[src/rtl/sync_fifo_flags_if.sv]
// Handshake and status bundle for sync_fifo_flags.
// The producer/consumer side uses master; the FIFO itself uses slave.
interface sync_fifo_flags_if #(
    parameter int data_width_p = 8,
    parameter int addr_size_p  = 8
);
    logic                    wr_en;
    logic                    rd_en;
    logic [data_width_p-1:0] data_in;
    logic [data_width_p-1:0] data_out;
    logic                    full;
    logic                    empty;
    logic                    almost_full;
    logic                    almost_empty;
    logic [addr_size_p:0]    count;
    logic                    overflow;
    logic                    underflow;

    modport master (
        output wr_en, rd_en, data_in,
        input  data_out, full, empty, almost_full, almost_empty, count, overflow, underflow
    );

    modport slave (
        input  wr_en, rd_en, data_in,
        output data_out, full, empty, almost_full, almost_empty, count, overflow, underflow
    );
endinterface

[src/rtl/sync_fifo_flags.sv]
// Single-clock FIFO with occupancy count, almost-full/empty thresholds,
// overflow/underflow pulses and optional first-word fall-through reads.
module sync_fifo_flags #(
    parameter int data_width_p    = 8,
    parameter int addr_size_p     = 8,
    parameter int mem_depth_p     = 256,
    parameter int afull_thresh_p  = 252,
    parameter int aempty_thresh_p = 4,
    parameter int fwft_p          = 0
) (
    input  logic               clk,
    input  logic               rst,
    sync_fifo_flags_if.slave   bus
);
    localparam int ptr_w_c = addr_size_p + 1;
    localparam logic [addr_size_p:0] depth_c  = ptr_w_c'(mem_depth_p);
    localparam logic [addr_size_p:0] afull_c  = ptr_w_c'(afull_thresh_p);
    localparam logic [addr_size_p:0] aempty_c = ptr_w_c'(aempty_thresh_p);
    localparam logic [addr_size_p:0] one_c    = ptr_w_c'(1);

    if (mem_depth_p != (2 ** addr_size_p)) begin : g_bad_depth
        $error("sync_fifo_flags: mem_depth_p must equal 2**addr_size_p");
    end
    if ((afull_thresh_p < 1) || (afull_thresh_p > mem_depth_p)) begin : g_bad_afull
        $error("sync_fifo_flags: afull_thresh_p out of range");
    end
    if ((aempty_thresh_p < 0) || (aempty_thresh_p > mem_depth_p - 1)) begin : g_bad_aempty
        $error("sync_fifo_flags: aempty_thresh_p out of range");
    end

    logic [data_width_p-1:0] mem_r [mem_depth_p];
    logic [addr_size_p:0]    wr_ptr_r;
    logic [addr_size_p:0]    rd_ptr_r;
    logic [addr_size_p:0]    count_r;
    logic [data_width_p-1:0] data_out_r;
    logic                    full_r;
    logic                    empty_r;
    logic                    afull_r;
    logic                    aempty_r;
    logic                    overflow_r;
    logic                    underflow_r;

    logic                    wr_accept_s;
    logic                    rd_accept_s;
    logic [addr_size_p:0]    count_next_s;
    logic [addr_size_p:0]    wr_ptr_next_s;
    logic [addr_size_p:0]    rd_ptr_next_s;
    logic [addr_size_p-1:0]  wr_addr_s;
    logic [addr_size_p-1:0]  rd_addr_s;
    logic [addr_size_p-1:0]  rd_addr_next_s;
    logic [data_width_p-1:0] data_next_s;

    assign wr_accept_s    = bus.wr_en & ~full_r;
    assign rd_accept_s    = bus.rd_en & ~empty_r;
    assign wr_addr_s      = wr_ptr_r[addr_size_p-1:0];
    assign rd_addr_s      = rd_ptr_r[addr_size_p-1:0];
    assign rd_addr_next_s = rd_ptr_next_s[addr_size_p-1:0];

    // Next occupancy and pointer values from the accepted operations.
    always_comb begin
        count_next_s  = count_r;
        wr_ptr_next_s = wr_ptr_r;
        rd_ptr_next_s = rd_ptr_r;
        case ({wr_accept_s, rd_accept_s})
            2'b10:   count_next_s = count_r + one_c;
            2'b01:   count_next_s = count_r - one_c;
            default: count_next_s = count_r;
        endcase
        if (wr_accept_s) begin
            wr_ptr_next_s = wr_ptr_r + one_c;
        end else begin
            wr_ptr_next_s = wr_ptr_r;
        end
        if (rd_accept_s) begin
            rd_ptr_next_s = rd_ptr_r + one_c;
        end else begin
            rd_ptr_next_s = rd_ptr_r;
        end
    end

    // Read data selection; in FWFT mode a word being written to the slot the
    // read pointer will sit on next cycle is bypassed straight from data_in.
    always_comb begin
        data_next_s = data_out_r;
        if (fwft_p != 0) begin
            if (wr_accept_s && (rd_addr_next_s == wr_addr_s)) begin
                data_next_s = bus.data_in;
            end else begin
                data_next_s = mem_r[rd_addr_next_s];
            end
        end else begin
            if (rd_accept_s) begin
                data_next_s = mem_r[rd_addr_s];
            end else begin
                data_next_s = data_out_r;
            end
        end
    end

    // Storage array; deliberately not reset.
    always_ff @(posedge clk) begin
        if (wr_accept_s) begin
            mem_r[wr_addr_s] <= bus.data_in;
        end
    end

    // Pointers, count, registered flags, error pulses and read data.
    always_ff @(posedge clk or posedge rst) begin
        if (rst) begin
            wr_ptr_r    <= '0;
            rd_ptr_r    <= '0;
            count_r     <= '0;
            data_out_r  <= '0;
            full_r      <= 1'b0;
            empty_r     <= 1'b1;
            afull_r     <= 1'b0;
            aempty_r    <= 1'b1;
            overflow_r  <= 1'b0;
            underflow_r <= 1'b0;
        end else begin
            wr_ptr_r    <= wr_ptr_next_s;
            rd_ptr_r    <= rd_ptr_next_s;
            count_r     <= count_next_s;
            data_out_r  <= data_next_s;
            full_r      <= (count_next_s == depth_c);
            empty_r     <= (count_next_s == '0);
            afull_r     <= (count_next_s >= afull_c);
            aempty_r    <= (count_next_s <= aempty_c);
            overflow_r  <= bus.wr_en & full_r;
            underflow_r <= bus.rd_en & empty_r;
        end
    end

    assign bus.data_out     = data_out_r;
    assign bus.full         = full_r;
    assign bus.empty        = empty_r;
    assign bus.almost_full  = afull_r;
    assign bus.almost_empty = aempty_r;
    assign bus.count        = count_r;
    assign bus.overflow     = overflow_r;
    assign bus.underflow    = underflow_r;
endmodule

[src/flat_wrapper.sv]
// flat-port wrapper written by rule: the top's interface ports become plain ports
module sync_fifo_flags_flat 
#(
    parameter int data_width_p    = 8,
    parameter int addr_size_p     = 8,
    parameter int mem_depth_p     = 256,
    parameter int afull_thresh_p  = 252,
    parameter int aempty_thresh_p = 4,
    parameter int fwft_p          = 0
)
  (clk, rst, bus_wr_en, bus_rd_en, bus_data_in, bus_data_out, bus_full, bus_empty, bus_almost_full, bus_almost_empty, bus_count, bus_overflow, bus_underflow);
  sync_fifo_flags_if #(.data_width_p(data_width_p), .addr_size_p(addr_size_p)) bus_i ();
  input  logic clk;
  input  logic rst;
  input wire logic [$bits(bus_i.wr_en)-1:0] bus_wr_en;
  input wire logic [$bits(bus_i.rd_en)-1:0] bus_rd_en;
  input wire logic [$bits(bus_i.data_in)-1:0] bus_data_in;
  output wire logic [$bits(bus_i.data_out)-1:0] bus_data_out;
  output wire logic [$bits(bus_i.full)-1:0] bus_full;
  output wire logic [$bits(bus_i.empty)-1:0] bus_empty;
  output wire logic [$bits(bus_i.almost_full)-1:0] bus_almost_full;
  output wire logic [$bits(bus_i.almost_empty)-1:0] bus_almost_empty;
  output wire logic [$bits(bus_i.count)-1:0] bus_count;
  output wire logic [$bits(bus_i.overflow)-1:0] bus_overflow;
  output wire logic [$bits(bus_i.underflow)-1:0] bus_underflow;
  assign bus_i.wr_en = bus_wr_en;
  assign bus_i.rd_en = bus_rd_en;
  assign bus_i.data_in = bus_data_in;
  assign bus_data_out = bus_i.data_out;
  assign bus_full = bus_i.full;
  assign bus_empty = bus_i.empty;
  assign bus_almost_full = bus_i.almost_full;
  assign bus_almost_empty = bus_i.almost_empty;
  assign bus_count = bus_i.count;
  assign bus_overflow = bus_i.overflow;
  assign bus_underflow = bus_i.underflow;
  sync_fifo_flags #(.data_width_p(data_width_p), .addr_size_p(addr_size_p), .mem_depth_p(mem_depth_p), .afull_thresh_p(afull_thresh_p), .aempty_thresh_p(aempty_thresh_p), .fwft_p(fwft_p)) u_core (.clk(clk), .rst(rst), .bus(bus_i));
endmodule
[config.mk]
export PLATFORM = sky130hd
export DESIGN_NAME = sync_fifo_flags_flat
export DESIGN_NICKNAME = d
export VERILOG_FILES = /design/src/rtl/sync_fifo_flags_if.sv /design/src/rtl/sync_fifo_flags.sv /design/src/flat_wrapper.sv
export SDC_FILE = /design/constraint.sdc
export NUM_CORES = 2
export LEC_CHECK = 0
export ABC_AREA = 0
export ABC_CLOCK_PERIOD_IN_PS = 3850
export BUFFER_PORTS_ARGS = -buffer_cell sky130_fd_sc_hd__buf_2
export CAP_MARGIN = 40
export CORE_MARGIN = 4
export CORE_UTILIZATION = 63
export CTS_CLUSTER_SIZE = 24
export DETAILED_ROUTE_END_ITERATION = 8
export GPL_ROUTABILITY_DRIVEN = 0
export PLACE_DENSITY = 0.79
export SYNTH_ARGS = -nofsm -noshare
export SYNTH_HDL_FRONTEND = slang
export SYNTH_SLANG_ARGS = --single-unit
[constraint.sdc]
create_clock -name clk -period 3.85 [get_ports clk]
set_input_delay 0.385 -clock clk [delete_from_list [all_inputs] [get_ports clk]]
set_output_delay 0.385 -clock clk [all_outputs]
set_load 0.005 [all_outputs]
==> results.yml <==
route:
  ant_nets: 0
  num_vias: 45100
  drt_iter0_drc: 7507
  wl_mm: 218
  dr.pass1.iters: 8
  drc: 0
  wire_per_inst_um: 34.2
  routed_via_density: 7.08
global_route:
  use_met3_pct: 9.04
  antenna_found_initial: 10
  busiest_layer: "met2"
  grtUsageMet2_pct: 48.6
  grt_pass1_wl_mm: 316
  use_met1_pct: 45.1
  grt_overflow: 0
  grt_pass1_vias: 44400
  grt_usage_pct: 32.4
  grt_max_degree: 119
synth:
  synthCells: 4124
  syn_area_per_cell_um2: 20.0
  synth_flop_cell: "edfxtp_1"
  ys_seq_area_share_pct: 75.9
  async_reset_ff_share_pct: 1.87
  yosysWarnings: 0
  synth_edf_count: 2048
  ys_ff_latch: 2087
  synth_area_um2: 82300
  yosysUniqueCellTypes: 82
  synth_nets: 4143
finish:
  post-route-util_pct: 71.4
  layout-drive-gt1-share_pct: 23.2
  layout_common_cells: "edfxtp_1 (2,048), mux4_2 (359), mux2i_1 (312), nor2_1 (308), buf_4 (296)"
  stdcell_area_um2: 92500
  fillers: 7164
  final_common_cell: "edfxtp_1"
  synthToLayoutAreaGrowth_pct: 12.4
  layout.nets: 4473
critical_path:
  crit_required_ns: 4.57
  crit_start: "u_core.rd_ptr_r[1]"
  crit_chain: "buf_4 > buf_4 > mux4_2 > a22o_1 > a221oi_1 > o22ai_1 > nor3_1 > nor3_1 > a211o_1"
  path_depth: 9
  cp_num_buf_inv: 2
  cp_slowest_cell: "dfrtp_4"
  regToRegStartpoint: "u_core.rd_ptr_r[1]"
  cp_max_fo: 21
  critPathTopFamily: "compound AO/OA/AOI/OAI gates"
  reg2reg_slack_ns: 0.05
  slowest_delay_ns: 0.78
  reg2reg_to: "u_core.bus.data_out[0]"
  crit_arrival_ns: 4.51
  start_kind: "register"
  reg2regPathDepth: 9
  crit_type: "reg2reg"
  cp-end-kind: "register"
  crit_path_end: "u_core.bus.data_out[0]"
sta:
  hold_viol_final: 0
  layout_setup_ws_ns: 0.0535
  max_freq_mhz: 263
  rsz0062_at_grt: "no"
  setup_violations: 0
  worst_hold_slack_ns: 0.0492
  fin_crit_sh_pct: 98.6
  finClkSkew_ns: 0.0609
  maxSlewHeadroom_pct: 34.2
  fin_crit_ns: 3.80
  tightest_slew_ns: 0.987
  tns_ns: 0
  slew_violations: 0
power:
  p_per_area_nw_per_um2: 711
  swShare_pct: 33.0
  p_sw_mw: 21.7
  power_frac_clock_pct: 28.9
  combPwrFrac_pct: 31.6
  power.leakage_nw: 30.1
  p_int_mw: 44.1
  ir_worst_vdd_mv: 0.531
  seq_power_share_pct: 39.5
floorplan:
  rows: 132
  initial_core_util_pct: 63.5
  ios: 35
  die_area_um2: 136000
  coreArea_um2: 130000
  die_h_um: 369
  die_w_um: 369
cts:
  cts_tree: "yes"
  clkSlewWorstSetupHoldPaths_ns: 0.06
  postCtsSetupRepairBufs: 0
  clk_path_buf_depth: 3
  ctsRootBufferMaster: "clkbuf_16"
  clock_latency_ns: 0.86
  cts-htree-levels: 4
  numCtsBuffers: 197
  cts.sink_count: 2087
status:
  outcome: "finished clean"
hold_path:
  hp-class: "in2reg"
  worstHoldStart: "bus_data_in[5]"
placement:
  place_area_um2: 86200
  hpwl_mm: 135
  place_ws_ns: 0.215
  numPortBuffers: 34
flow_run:
  maxCapViolations: 0
## metrics by stage
step	cells	power, mW
finish	6367	65.8
global route	6363	67.5
CTS	6361	65.4
detailed placement	5991	46.5
global placement	5978	46.1
floorplan	4124	38.8
## cell families after synthesis
logic type | count (synthesis) | share of synthesized area (%)
AO/OA/AOI/OAI | 475 | 4.14
XOR/XNOR | 24 | 0.255
adder cells (fa/ha/maj) | 7 | 0.106
buffers and inverters | 263 | 2.19
flip-flops | 2087 | 75.9
multiplexers | 706 | 14.4
AND/OR/NAND/NOR | 562 | 2.95
## routing by layer
layer  part of all wire (%)  vias to the layer above
met3                     14                      680
met5                  0.031                        -
met4                    5.2                       10
met2                     46                     3835
li1                       -                    17700
met1                     35                    22900
## sequential cells by signal, indices dropped and copies added, names as in the netlist, 8 cells and up
register             count
u_core.mem_r          2048
u_core.bus.data_out      8
u_core.wr_ptr_r          8
u_core.rd_ptr_r          8
u_core.bus.count         9
## what timing repair did
action / CTS / global route
endpoints found under the hold margin: 45 / 0
hold buffers: 4 / 0
gates resized for setup: 0 / 0
## power groups by stage
stage	logic [mW]	registers, mW	clock network, mW
final	20.8	26.0	19.0
after detailed placement	20.1	26.4	0
after global placement	19.7	26.4	0
after floorplan	12.8	26.0	0
after CTS	20.4	25.9	19.1
after global routing	21.3	26.0	20.2
## layout make-up
type | instances | area [µm²] | share of cell area [%]
sequential | 2087 | 62500 | 67.5
multi-input combinational | 1774 | 18100 | 19.5
clock buffer | 247 | 5200 | 5.62
timing repair buffer | 379 | 3420 | 3.70
tap | 1742 | 2180 | 2.36
clock inverter | 119 | 1100 | 1.19
inverter | 15 | 61.3 | 0.0663
antenna | 4 | 10.0 | 0.0108
## worst min path at each step
stage / cells after the start / endpoint / slack [ns]
after floorplan: 2 / u_core.bus.data_out[3] / 0.48
after global placement: 1 / u_core.wr_ptr_r[5] / 0.51
after detailed placement: 2 / u_core.bus.underflow / 0.40
after CTS: 1 / u_core.mem_r[234][5] / 0.02
after global routing: 1 / u_core.mem_r[228][5] / 0.05
final: 1 / u_core.mem_r[234][5] / 0.05
## synthesized netlist by cell type (4+ instances only)
master     count  area share (%)
ha_1           7            0.11
a221oi_2       5           0.091
a2111oi_0     10            0.11
and3_1         6           0.046
or2_2          4           0.030
nor2b_1       26            0.20
and2_1         9           0.068
nand2b_1      13           0.099
buf_4         12            0.11
o31ai_1       11            0.10
a221oi_1      26            0.28
nor4_1         9           0.068
mux4_2       359             9.8
clkbuf_1      93            0.42
o22ai_1       52            0.40
a22oi_1       46            0.42
a21oi_1       85            0.52
buf_6         34            0.47
a32oi_1        7           0.075
nor3_1        32            0.19
mux2i_1      312             3.8
inv_2          4           0.018
buf_1         13           0.059
o211ai_1       7           0.064
buf_12        16            0.39
xnor2_1       23            0.24
a31oi_1       16            0.12
o221ai_1      63            0.67
nand3_1       25            0.15
nand2_1      109            0.50
mux4_1        18            0.57
dfrtp_1       37             1.1
mux2_2        16            0.22
inv_1          9           0.041
a221o_1       12            0.15
nor2_1       311             1.4
o21ai_1       13           0.079
buf_8         15            0.27
a22o_1        10            0.11
edfxtp_1    2048              75
o21ai_0       48            0.29
buf_2         63            0.38
a211oi_1      32            0.29
Power figures use the tool's default switching activity.
